### config.mk
export PLATFORM = sky130hd
export DESIGN_NAME = sram_req_ctrl
export DESIGN_NICKNAME = d
export VERILOG_FILES = /design/src/rtl/sram_ctrl_pkg.sv /design/src/rtl/sram_rsp_fifo.sv /design/src/rtl/sram_req_ctrl.sv
export SDC_FILE = /design/constraint.sdc
export NUM_CORES = 1
export LEC_CHECK = 0
export CAP_MARGIN = 10
export CORE_UTILIZATION = 40
export CTS_BUF_LIST = sky130_fd_sc_hd__clkbuf_8
export DETAILED_ROUTE_END_ITERATION = 7
export PLACE_DENSITY = 0.81
export SYNTH_ARGS = -nofsm -noshare
export SYNTH_HDL_FRONTEND = slang
export SYNTH_SLANG_ARGS = --single-unit
export TNS_END_PERCENT = 10
### constraint.sdc
create_clock -name clk -period 2.6 [get_ports clk]
set_input_delay 0.52 -clock clk [delete_from_list [all_inputs] [get_ports clk]]
set_output_delay 0.52 -clock clk [all_outputs]
set_load 0.005 [all_outputs]
### src/rtl/sram_ctrl_pkg.sv
// Shared widths and request type for the SRAM request controller and its response FIFO.
package sram_ctrl_pkg;

  localparam int SRAM_DW       = 32;
  localparam int SRAM_AW       = 11;
  localparam int RSP_DEPTH_DEF = 4;

  typedef struct packed {
    logic               we;
    logic [SRAM_AW-1:0] addr;
    logic [SRAM_DW-1:0] din;
  } sram_req_t;

endpackage

### src/rtl/sram_rsp_fifo.sv
// Small synchronous FIFO for read responses; output reads as zero while empty.
module sram_rsp_fifo #(
  parameter int W     = 32,
  parameter int DEPTH = 4
) (
  input  logic                     clk,
  input  logic                     rst_n,
  input  logic                     push,
  input  logic [W-1:0]             din,
  input  logic                     pop,
  output logic [W-1:0]             dout,
  output logic                     full,
  output logic                     empty,
  output logic [$clog2(DEPTH):0]   count
);

  localparam int PW = $clog2(DEPTH);
  localparam int CW = PW + 1;

  logic [W-1:0]  mem [DEPTH];
  logic [PW-1:0] wr_ptr, rd_ptr;

  // DEPTH is a power of two, so the pointers wrap by plain overflow.
  always_ff @(posedge clk or negedge rst_n) begin
    if (!rst_n) begin
      wr_ptr <= '0;
      rd_ptr <= '0;
      count  <= '0;
    end else begin
      if (push) wr_ptr <= wr_ptr + 1'b1;
      if (pop)  rd_ptr <= rd_ptr + 1'b1;
      case ({push, pop})
        2'b10:   count <= count + 1'b1;
        2'b01:   count <= count - 1'b1;
        default: count <= count;
      endcase
    end
  end

  always_ff @(posedge clk) begin
    if (push) mem[wr_ptr] <= din;
  end

  assign empty = (count == '0);
  assign full  = (count == CW'(DEPTH));
  assign dout  = empty ? '0 : mem[rd_ptr];

  a_no_underflow: assert property (@(posedge clk) disable iff (!rst_n) !(pop && empty));

endmodule

### src/rtl/sram_req_ctrl.sv
// Valid/ready front end for a single-port SRAM macro: drives the macro directly from the
// request port and returns read data through a credit-limited response FIFO.
module sram_req_ctrl
  import sram_ctrl_pkg::*;
#(
  parameter int DATA_WIDTH = SRAM_DW,
  parameter int ADDR_WIDTH = SRAM_AW,
  parameter int RSP_DEPTH  = RSP_DEPTH_DEF
) (
  input  logic                  clk,
  input  logic                  rst_n,
  input  logic                  req_valid,
  output logic                  req_ready,
  input  logic                  req_we,
  input  logic [ADDR_WIDTH-1:0] req_addr,
  input  logic [DATA_WIDTH-1:0] req_din,
  output logic                  rsp_valid,
  input  logic                  rsp_ready,
  output logic [DATA_WIDTH-1:0] rsp_dout,
  output logic                  sram_we,
  output logic [ADDR_WIDTH-1:0] sram_addr,
  output logic [DATA_WIDTH-1:0] sram_din,
  input  logic [DATA_WIDTH-1:0] sram_dout,
  output logic                  idle
);

  localparam int CW = $clog2(RSP_DEPTH) + 1;

  sram_req_t     req;
  logic          acc;
  logic          rd_pending;
  logic          push, pop, full, empty;
  logic [CW-1:0] count;

  assign req = '{we: req_we, addr: req_addr, din: req_din};

  // A credit is held from acceptance until the response pops, so the FIFO can never overflow.
  assign req_ready = rst_n && ((count + CW'(rd_pending)) < CW'(RSP_DEPTH));
  assign acc       = req_valid && req_ready;

  // Idle cycles still present the address; the resulting read data is simply never pushed.
  assign sram_we   = acc && req.we;
  assign sram_addr = req.addr;
  assign sram_din  = req.din;

  always_ff @(posedge clk or negedge rst_n) begin
    if (!rst_n) rd_pending <= 1'b0;
    else        rd_pending <= acc && !req.we;
  end

  assign push = rd_pending;
  assign pop  = rsp_valid && rsp_ready;

  sram_rsp_fifo #(
    .W     (DATA_WIDTH),
    .DEPTH (RSP_DEPTH)
  ) u_rsp_fifo (
    .clk   (clk),
    .rst_n (rst_n),
    .push  (push),
    .din   (sram_dout),
    .pop   (pop),
    .dout  (rsp_dout),
    .full  (full),
    .empty (empty),
    .count (count)
  );

  assign rsp_valid = !empty;
  assign idle      = !rd_pending && empty;

  a_no_overflow: assert property (@(posedge clk) disable iff (!rst_n) !(push && full));

endmodule
[After elaboration in Yosys (flattened, before gate mapping)]
Memory sizes are Yosys's and may differ from the RTL's.
Cells that the tools add are included.
Word-level totals
  bits in registers: 8
  latch bits: 0
  memory bits (writable): 128
  ROM bits: 0
  bits of input ports: 80
  output and inout bits: 79
  memories kept: 1
Memory list
  u_rsp_fifo.mem: words 4, width 32, read ports 1, clocked after memory_dff 0, wr ports 1, RTL line sram_rsp_fifo.sv:20  | logic [W-1:0] mem [DEPTH];
Cells by class
  add/subtract/negate cells: 5
  multiply operators: 0
  div/mod/pow operators: 0
  $lt $le $gt $ge: 1
  equality and inequality tests: 2
  shifts and indexed selects: 0
  muxes and demuxes: 4
  bitwise operators: 0
  reduce and logical (&&, ||, !) cells: 11
Operators with widths (number)
  $mux 32: 1
  $logic_and 1x1->1: 6
  $pmux 3 s2: 1
  $add 2x1->2 const B: 2
  $add 3x1->3: 1
  $add 3x1->3 const B: 1
  $logic_not 1->1: 3
  $logic_not 3->1: 1
  $lt 3x3->1 const B: 1
  $sub 3x1->3 const B: 1
  $eq 2x1->1 const B: 1
  $eq 2x2->1 const B: 1
  $mux 1: 2
  $reduce_bool 2->1: 1

[Longest topological paths before layout]
Gate-level depths: netlist of the first run.
  depth in word-level cells: 5
  gate-level depth with buffers: 9

[Modules after synthesis]
A second synthesis of the first run with hierarchy kept.
Second synthesis, totals
  cells, all modules: 295
  area, all modules: 5656.7 µm²
By module, submodules not included
  sram_rsp_fifo: times used 1, cells an instance 240, area each 5238.8 µm²
  sram_req_ctrl: times used 1, cells an instance 55, area each 417.9 µm²

[Worst setup path after synthesis of the first run]
OpenSTA, ideal clock, no wires.
  path kind: reg2reg
  from: register u_rsp_fifo.count[0]
  to: register u_rsp_fifo.count[2]
  arrival time: 1.824 ns
  required time: 2.475 ns
  setup slack: 0.651 ns
  stages on the path, launching flop included: 10
  path buffers: 1
  clock period less this slack: 1.949 ns
  cell sequence: dfrtp_1 > or3_1 > buf_2 > and2_1 > ha_1 > inv_1 > fa_1 > xor2_1 > nor2_1 > xor2_1
Between the ends
  longest elaborated chain between the ends: 5
Ends and longest elaborated chain
  start, declared: RTL line sram_rsp_fifo.sv:14  | output logic [$clog2(DEPTH):0] count
  start signal, assigned: RTL line sram_rsp_fifo.sv:33  | 2'b10: count <= count + 1'b1;
  start signal, assigned: RTL line sram_rsp_fifo.sv:34  | 2'b01: count <= count - 1'b1;
  start signal, assigned: RTL line sram_rsp_fifo.sv:35  | default: count <= count;
  $logic_not 3->1 (*): RTL line sram_rsp_fifo.sv:44  | assign empty = (count == '0);
  $logic_not 1->1 (*): RTL line sram_req_ctrl.sv:69  | assign rsp_valid = !empty;
  $logic_and 1x1->1 (*): RTL line sram_req_ctrl.sv:52  | assign pop = rsp_valid && rsp_ready;
  via pop: RTL line sram_req_ctrl.sv:32  | logic push, pop, full, empty;
  $eq 2x1->1 / $eq 2x2->1 (equally long branches): RTL line sram_rsp_fifo.sv:32  | case ({push, pop})
  $pmux 3 s2 / $reduce_bool 2->1 (equally long branches)
The timed path passes the listed nets; every way through them passes the cells marked *.
A chain may end at the register's enable or synchronous reset.

[Final worst setup path of the first run]
  from: register u_rsp_fifo.rd_ptr[0]
  to: output port rsp_dout[26]
Between the ends
  longest elaborated chain between the ends: 2
Ends and longest elaborated chain
  start, declared: RTL line sram_rsp_fifo.sv:21  | logic [PW-1:0] wr_ptr, rd_ptr;
  start signal, assigned: RTL line sram_rsp_fifo.sv:31  | if (pop) rd_ptr <= rd_ptr + 1'b1;
  $mem_v2 4x32
  $mux 32: RTL line sram_rsp_fifo.sv:46  | assign dout = empty ? '0 : mem[rd_ptr];
  end, declared: RTL line sram_req_ctrl.sv:19  | output logic [DATA_WIDTH-1:0] rsp_dout,
Every way passes these cells.

==> run_results.csv, run 1 <==
group,metric,value,unit
cts,cts_tree,"yes",
placement,hpwl,7216,um
logic_synthesis,syn_area,5678,um^2
setup_path,slowest_delay,470,ps
job,max-cap-violations,0,
placement,gp_congestion,0.6864,
logic_synthesis,syn_inst,291,
floorplan,start_util,0.4090,
grt,overflow,0,
power,switchingPower,1821,uW
sta,rsz0062_at_grt,"true",
sta,worst_slew_pin_slew,612.3,ps
cts,ctsRootBufferMaster,"clkbuf_8",
cts,clock_path_buffers,2,
cts,clk_transition_reported_paths,80,ps
sta,finalCritPeriodShare,0.9830,
power,p_clk_frac,0.249,
setup_path,critPathLaunch,"u_rsp_fifo.rd_ptr[0]$_DFFE_PN0P_",
grt,grt_max_degree,22,
sta,setup_violations,0,
cts,clkSinkCount,136,
placement,port-buffer-count,72,
logic_synthesis,seq_area_frac_synth,0.7122,
setup_path,rr_worst_depth,9,
sta,skew,17.40,ps
layout,fin_nets,431,
layout,nFillCells,1156,
route,vias_per_cell,5.009,
cts,clk_latency,440,ps
power,irDropWorstVdd,385.8,uV
cts,ctsHoldBuffers,0,
setup_path,critPathArrivalTime,2040,ps
route,route.vias.total,2695,
grt,grt_usage,0.1601,
cts,h-tree-depth,4,
setup_path,crit_required,2080,ps
layout,syn2layout_area_growth,19.46,%
route,drt-total-wl,10810,um
logic_synthesis,syn_avg_cell_area,19.51,um^2
floorplan,num_rows,43,
floorplan,core,13880,um^2
logic_synthesis,ys_types,26,
layout,antenna_cells,0,
setup_path,cp-end-kind,"output pin",
sta,fin_crit,2556,ps
sta,slew_viol_final,0,
power,power_density,957.2,nW/um^2
setup_path,slowest_stage,"mux4_2",
power,p_seq_frac,0.405,
power,finalPower,6492,uW
setup_path,timing.rr.end,"u_rsp_fifo.count[2]$_DFFE_PN0P_",
logic_synthesis,yosys.area.top_type,"edfxtp_1",
hold_path,min_path_type,"in -> async",
floorplan,fp.dieW,121.1,um
sta,hold_viol_final,0,
sta,setup_ws,44.23,ps
power,p_int,4671,uW
layout,post-route-cell-area,6783,um^2
route,ant_nets,0,
placement,place_ws,138.6,ps
setup_path,startpoint_type,"flip-flop",
setup_path,worstPathCellList,"buf_6 > buf_4 > mux4_2 > and2_1 > dlygate4sd2_1",
logic_synthesis,synth.top_cell.area_share,0.6770,
floorplan,pin_count,159,
route,post_drt_wl_per_cell,20.09,um
route,dr.first_iter.drc_count,129,
sta,timing.fmax,391.3,MHz
setup_path,cp_max_fo,6,
grt,antenna_found_initial,0,
setup_path,reg2reg_slack,410,ps
sta,slew_headroom,0.5918,
cts,cts_buffers,17,
floorplan,die_h,121.1,um
setup_path,r2r_start,"u_rsp_fifo.count[1]$_DFFE_PN0P_",
grt,grt_pass1_vias,2912,
power,combPwrFrac,0.346,
floorplan,die_area,14670,um^2
route,drc,0,
power,p_leak,0.002341,uW
placement,placed_cell_area,6335,um^2
route,dr.pass1.iters,4,
logic_synthesis,ys_ff_latch,136,
power,netSwitchingFraction,0.2805,
setup_path,crit_end,"rsp_dout[26]",
sta,holdWs,395.2,ps
setup_path,crit_type,"reg -> out",
logic_synthesis,yosys_warnings,0,
logic_synthesis,syn_nets,377,
logic_synthesis,netlist_top_cells_area,"edfxtp_1 (68%), mux4_2 (11%), buf_4 (5.7%), and2_1 (4.1%), dfrtp_1 (3.5%)",
layout,drive_gt1_frac,0.2933,
status,outcome,"complete, no violations",
grt,grt_pass1_wl,16620,um
-- stage by stage --
stage | util | setup TNS (ps) | instances
2_1_floorplan | - | 0 | 291
3_3_place_gp | 0.4564 | 0 | 502
3_5_place_dp | 0.4564 | 0 | 502
4_1_cts | 0.4876 | -81.48 | 539
5_1_grt | 0.4886 | -219.5 | 538
6_report | 0.4886 | 0 | 538
-- cells by family (layout without fill, tap and decap cells) --
| family | after synthesis | in the layout | share of synthesized area |
|---|---|---|---|
| AO/OA/AOI/OAI | 3 | 3 | 0.003746 |
| XOR/XNOR | 6 | 6 | 0.009255 |
| adder cells (fa/ha/maj) | 6 | 6 | 0.01454 |
| buffers and inverters | 62 | 129 | 0.08043 |
| flip-flops | 136 | 136 | 0.7122 |
| multiplexers | 33 | 33 | 0.1313 |
| AND/OR/NAND/NOR | 45 | 45 | 0.04848 |
-- worst min-delay path by stage --
stage | from | endpoint
floorplan | rst_n | push$_DFF_PN0_
global route | rst_n | push$_DFF_PN0_
finish | rst_n | push$_DFF_PN0_
global placement | u_rsp_fifo.count[2]$_DFFE_PN0P_ | u_rsp_fifo.count[2]$_DFFE_PN0P_
detailed placement | u_rsp_fifo.count[2]$_DFFE_PN0P_ | u_rsp_fifo.count[2]$_DFFE_PN0P_
CTS | rst_n | u_rsp_fifo.count[2]$_DFFE_PN0P_
-- placed cells by master (no fill, tap or decap), drive strengths merged, types with 2 or more instances in the layout --
cell	n
edfxtp	128
clkdlybuf4s50	39
and2	37
mux4	32
dlygate4sd2	21
buf	19
clkbuf	17
clkdlybuf4s15	11
inv	11
dfrtp	8
ha	5
clkinvlp	5
xor2	4
clkinv	4
nor2	2
xnor2	2
-- flip-flops by register name, indices dropped and copies added (netlist names) --
register and cells:
u_rsp_fifo.mem 128, push 1, u_rsp_fifo.wr_ptr 2, u_rsp_fifo.count 3, u_rsp_fifo.rd_ptr 2
-- power groups by stage --
stage / logic (uW) / clock network (uW) / registers [uW]
after global routing: 2480 / 1740 / 2640
after global placement: 2250 / 0 / 2650
final: 2250 / 1620 / 2630
after floorplan: 1360 / 0 / 2630
after CTS: 2250 / 1660 / 2630
after detailed placement: 2280 / 0 / 2660
-- metal layers --
| metal | vias to the layer above | routed length [um] | GRT usage |
|---|---|---|---|
| met5 | - | 0 | 0 |
| li1 | 1179 | - | - |
| met3 | 51 | 586 | 0.04229 |
| met1 | 1373 | 4209 | 0.1876 |
| met4 | 0 | 433 | 0.09182 |
| met2 | 92 | 5577 | 0.2661 |
-- cell usage after synthesis, drive strengths merged --
cell / number
fa: 1
xnor2: 2
nand4: 1
buf: 52
nand3: 1
nand2: 1
and2: 37
and3b: 1
inv: 6
nor2: 2
xor2: 4
and3: 1
a31o: 1
o21ai: 1
mux4: 32
dfrtp: 8
or3: 1
ha: 5
edfxtp: 128
mux2i: 1
clkbuf: 4
a21boi: 1
-- area by class of cell --
class	instances	area, um^2	area share
Sequential cell	136	4048	0.5968
Multi-Input combinational cell	93	1212	0.1787
Timing Repair Buffer	91	895.9	0.1321
Clock buffer	17	234.0	0.03450
Tap cell	180	225.2	0.03320
Clock inverter	15	145.1	0.02140
Inverter	6	22.52	0.003320
-- worst max-delay path: cells and delay by family, from the launching register on --
family,cells,cell delay [ps]
buf+inv,3,520
mux,1,470
flops,1,460
simple gates,1,160
-- timing repair --
item                                    CTS  global route
resized for setup                        53            20
buffers inserted                          4             0
endpoints found under the setup margin   34            24
hold endpoints to repair                  0             0
gates cloned                              1             0
pin swaps                                 5             3
Note: power is estimated with default switching activity, not from simulation.
==> run 2: changes to the inputs <==
Settings changed: PLACE_DENSITY 0.81 to 0.83.
Clock period 2.6 ns to 2.1 ns, I/O delays scaled along.
==> run_results.csv, run 2 (synthesis gave the netlist of run 1 again) <==
group,metric,value,unit
grt,grt_max_degree,25,
sta,rsz0062_at_grt,"true",
cts,clk_transition_reported_paths,70,ps
power,p_int,6767,uW
setup_path,slowest_delay,520,ps
setup_path,worstPathCellList,"buf_12 > buf_8 > mux4_2 > and2_4 > buf_6",
floorplan,core,13880,um^2
cts,ctsHoldBuffers,0,
sta,fin_crit,2418,ps
route,post_drt_wl_per_cell,19.26,um
route,drt-total-wl,10780,um
cts,clock_path_buffers,2,
layout,final_common_cell,"edfxtp_1",
layout,antenna_cells,0,
setup_path,timing.rr.end,"u_rsp_fifo.count[2]$_DFFE_PN0P_",
floorplan,pin_count,159,
grt,grt_pass1_vias,3059,
route,dr.first_iter.drc_count,204,
grt,grt_pass1_wl,16750,um
layout,syn2layout_area_growth,25.17,%
placement,port-buffer-count,72,
grt,overflow,0,
setup_path,cp-end-kind,"output pin",
cts,clk_latency,450,ps
setup_path,crit_end,"rsp_dout[16]",
floorplan,die_h,121.1,um
route,dr.pass1.iters,4,
job,max-cap-violations,0,
floorplan,num_rows,43,
floorplan,fp.dieW,121.1,um
floorplan,die_area,14670,um^2
sta,finalCritPeriodShare,1.152,
power,combPwrFrac,0.381,
layout,post-route-cell-area,7107,um^2
power,p_leak,0.002534,uW
power,finalPower,9084,uW
layout,drive_gt1_frac,0.4526,
sta,timing.fmax,413.5,MHz
setup_path,crit_type,"reg -> out",
power,switchingPower,2318,uW
setup_path,r2r_start,"u_rsp_fifo.count[2]$_DFFE_PN0P_",
power,irDropWorstVdd,698.5,uV
layout,layout_common_cells,"edfxtp_1 (128), clkdlybuf4s50_1 (37), mux4_2 (32)",
cts,h-tree-depth,4,
sta,tns,-8747,ps
sta,holdWs,273.7,ps
sta,hold_viol_final,0,
sta,setup_violations,34,
power,p_seq_frac,0.359,
sta,setup_ws,-318.2,ps
setup_path,rr_worst_depth,8,
layout,largest_reg_flops,128,
placement,place_ws,-145.0,ps
sta,skew,7.422,ps
placement,placed_cell_area,6447,um^2
power,p_clk_frac,0.260,
setup_path,critPathArrivalTime,2000,ps
setup_path,crit_required,1680,ps
placement,hpwl,6819,um
setup_path,cp_max_fo,7,
power,power_density,1278,nW/um^2
route,drc,0,
grt,grt_usage,0.1642,
route,wl_met3,653,um
route,route.vias.total,2763,
sta,slew_headroom,0.7955,
cts,ctsRootBufferMaster,"clkbuf_8",
cts,cts_buffers,17,
power,netSwitchingFraction,0.2551,
grt,antenna_found_initial,0,
route,top_layer,"met4",
layout,reg_top3,"u_rsp_fifo.mem (128), u_rsp_fifo.count (3)",
placement,gp_congestion,0.7038,
cts,cts_tree,"yes",
sta,worst_slew_pin_slew,306.7,ps
layout,fin_nets,453,
setup_path,startpoint_type,"flip-flop",
setup_path,critPathLaunch,"u_rsp_fifo.rd_ptr[0]$_DFFE_PN0P_",
route,wl_met1,4008,um
setup_path,reg2reg_slack,140,ps
sta,slew_viol_final,0,
status,outcome,"finished with violations",
route,wl_met2,5428,um
setup_path,slowest_stage,"dfrtp_2",
cts,clkSinkCount,136,
status,violations,"setup timing",
layout,top_register,"u_rsp_fifo.mem",
floorplan,start_util,0.4090,
hold_path,min_path_type,"in -> async",
route,ant_nets,0,
route,vias_per_cell,4.934,
run 2: per-stage QoR:
step                  util  cells
global route        0.5120    560
floorplan                -    291
global placement    0.4645    507
CTS                 0.5155    558
finish              0.5120    560
detailed placement  0.4645    507
run 2: metal layers:
layer	vias up	global-route usage
met2	90	0.2618
met4	0	0.1366
li1	1218	-
met5	-	0
met1	1389	0.1794
met3	66	0.05122
run 2: layout make-up:
cell class | count | area (um^2)
clock buffer | 17 | 234.0
clock inverter | 15 | 210.2
fill | 1153 | 6774
inverter | 6 | 22.52
multi-input combinational | 93 | 1252
sequential | 136 | 4046
tap | 180 | 225.2
timing repair buffer | 113 | 1116
run 2: worst min-delay path by stage:
stage	startpoint	end	cells after the start
floorplan	rst_n	push$_DFF_PN0_	0
global placement	u_rsp_fifo.count[2]$_DFFE_PN0P_	u_rsp_fifo.count[2]$_DFFE_PN0P_	1
finish	rst_n	push$_DFF_PN0_	2
detailed placement	u_rsp_fifo.count[2]$_DFFE_PN0P_	u_rsp_fifo.count[2]$_DFFE_PN0P_	1
global route	rst_n	push$_DFF_PN0_	2
CTS	rst_n	push$_DFF_PN0_	2
run 2: critical path, delay by kind of cell, from the launching register on:
family                 cells  cell delay (ps)
buffers and inverters      3              400
multiplexers               1              480
AND/OR/NAND/NOR            1              150
flip-flops                 1              520
run 2: power groups by stage:
stage	logic, uW	clock network, uW	registers (uW)
after global routing	3750	2530	3280
after global placement	2910	0	3280
final	3460	2360	3260
after detailed placement	2950	0	3300
after floorplan	1680	0	3260
after CTS	3480	2420	3260
run 2: repair_timing:
item                                    in CTS  in global routing
pin swaps                                   26                  4
endpoints found under the setup margin      36                 37
gates cloned                                 2                  0
setup buffers                               17                  4
resized for setup                          124                 51
==> run 3: changes to the inputs <==
Settings changed: CTS_BUF_LIST sky130_fd_sc_hd__clkbuf_8 to sky130_fd_sc_hd__clkbuf_4 sky130_fd_sc_hd__clkbuf_8.
==> run_results.csv, run 3 (synthesis gave the netlist of run 1 again) <==
group,metric,value,unit
setup_path,critPathArrivalTime,2000,ps
route,ant_nets,0,
route,dr.pass1.iters,4,
setup_path,startpoint_type,"flip-flop",
setup_path,crit_required,1680,ps
layout,drive_gt1_frac,0.4579,
floorplan,fp.dieW,121.1,um
sta,fin_crit,2421,ps
layout,final_common_cell,"edfxtp_1",
layout,fin_nets,453,
floorplan,num_rows,43,
layout,largest_reg_flops,128,
cts,h-tree-depth,4,
setup_path,crit_type,"reg -> out",
cts,cts_tree,"yes",
layout,antenna_cells,0,
sta,skew,6.975,ps
route,drt-total-wl,10780,um
placement,placed_cell_area,6447,um^2
cts,clkSinkCount,136,
grt,antenna_found_initial,0,
sta,timing.fmax,413.1,MHz
setup_path,slowest_stage,"dfrtp_2",
setup_path,cp_max_fo,7,
route,drc,0,
cts,clock_path_buffers,2,
layout,post-route-cell-area,7114,um^2
sta,hold_viol_final,0,
floorplan,start_util,0.4090,
setup_path,cp-end-kind,"output pin",
placement,hpwl,6819,um
cts,clk_latency,450,ps
sta,setup_ws,-320.5,ps
route,route.vias.total,2748,
layout,top_register,"u_rsp_fifo.mem",
grt,overflow,0,
setup_path,rr_worst_depth,8,
status,outcome,"finished with violations",
hold_path,min_path_type,"in -> async",
setup_path,slowest_delay,520,ps
cts,cts_buffers,17,
placement,port-buffer-count,72,
sta,finalCritPeriodShare,1.153,
setup_path,reg2reg_slack,140,ps
cts,ctsRootBufferMaster,"clkbuf_8",
cts,clk_transition_reported_paths,70,ps
layout,finish.utilization,0.5125,
route,dr.first_iter.drc_count,176,
sta,slew_viol_final,0,
layout,layout_common_cells,"edfxtp_1 (128), clkdlybuf4s50_1 (37), mux4_2 (32)",
floorplan,core,13880,um^2
status,violations,"setup timing",
job,max-cap-violations,0,
power,power_density,1283,nW/um^2
sta,slew_headroom,0.7963,
sta,setup_violations,34,
sta,worst_slew_pin_slew,305.6,ps
floorplan,pin_count,159,
sta,holdWs,271.8,ps
floorplan,die_area,14670,um^2
route,vias_per_cell,4.907,
layout,syn2layout_area_growth,25.30,%
floorplan,die_h,121.1,um
grt,grt_max_degree,25,
sta,rsz0062_at_grt,"true",
layout,reg_top3,"u_rsp_fifo.mem (128), u_rsp_fifo.count (3)",
power,p_leak,0.002532,uW
setup_path,worstPathCellList,"buf_12 > buf_8 > mux4_2 > and2_4 > buf_6",
grt,grt_usage,0.1640,
grt,grt_pass1_vias,3060,
route,post_drt_wl_per_cell,19.26,um
power,irDropWorstVdd,687.6,uV
placement,gp_congestion,0.7038,
grt,grt_pass1_wl,16730,um
==> run 3: cell count changes in the layout (fill, tap and decap cells not counted) <==
cell	previous run	this run
clkbuf_4	0	2
inv_1	8	6
==> run 3: power by group <==
| part | switching (uW) | internal, uW |
|---|---|---|
| Combinational | 1230 | 2230 |
| Clock | 970 | 1430 |
| Sequential | 122 | 3140 |
| Total | 2320 | 6800 |
==> run 3: worst paths after layout <==
| path | start | to |
|---|---|---|
| max | u_rsp_fifo.rd_ptr[0]$_DFFE_PN0P_ | rsp_dout[27] |
| min | rst_n | push$_DFF_PN0_ |
| max reg2reg | u_rsp_fifo.count[2]$_DFFE_PN0P_ | u_rsp_fifo.count[2]$_DFFE_PN0P_ |
| min reg2reg | u_rsp_fifo.wr_ptr[0]$_DFFE_PN0P_ | u_rsp_fifo.wr_ptr[0]$_DFFE_PN0P_ |
| max in group asynchronous | rst_n | u_rsp_fifo.rd_ptr[0]$_DFFE_PN0P_ |
| min in group clk | u_rsp_fifo.wr_ptr[0]$_DFFE_PN0P_ | u_rsp_fifo.wr_ptr[0]$_DFFE_PN0P_ |
==> run 3: metal layers <==
metal / track usage / vias to the layer above / part of all wire
met4: 0.1366 / 0 / 0.065
li1: - / 1218 / -
met3: 0.05122 / 66 / 0.060
met1: 0.1788 / 1378 / 0.38
met5: 0 / - / 0
met2: 0.2618 / 86 / 0.50
==> run 3: cell type report <==
type | count | area [um^2]
clock buffers | 19 | 249.0
multi-input cells | 93 | 1252
inverters | 6 | 22.52
well taps | 180 | 225.2
fillers | 1154 | 6766
repair buffers | 113 | 1116
flip-flops and latches | 136 | 4046
clock inverters | 13 | 202.7
==> run 3: repair_timing <==
action | 4_1_cts | 5_1_grt
cloned | 2 | 0
hold buffers | 0 | 0
setup endpoints to repair | 36 | 37
buffers inserted | 17 | 4
resized for setup | 124 | 51
pin swaps | 26 | 4
==> run 3: per-stage QoR <==
step / worst slack (ps) / instances / setup TNS (ps) / power [uW]
floorplan: 151.2 / 291 / 0 / 4934
global placement: -121.3 / 507 / -1920 / 6192
detailed placement: -145.0 / 507 / -2204 / 6245
CTS: -452.6 / 558 / -13110 / 9199
global route: -416.7 / 560 / -11700 / 9592
finish: -320.5 / 560 / -8812 / 9125
==> run 3: critical path: cells and delay by family, from the launching register on <==
family | cells | cell delay (ps)
AND/OR/NAND/NOR | 1 | 150
flip-flops | 1 | 520
multiplexers | 1 | 480
buffers and inverters | 3 | 400
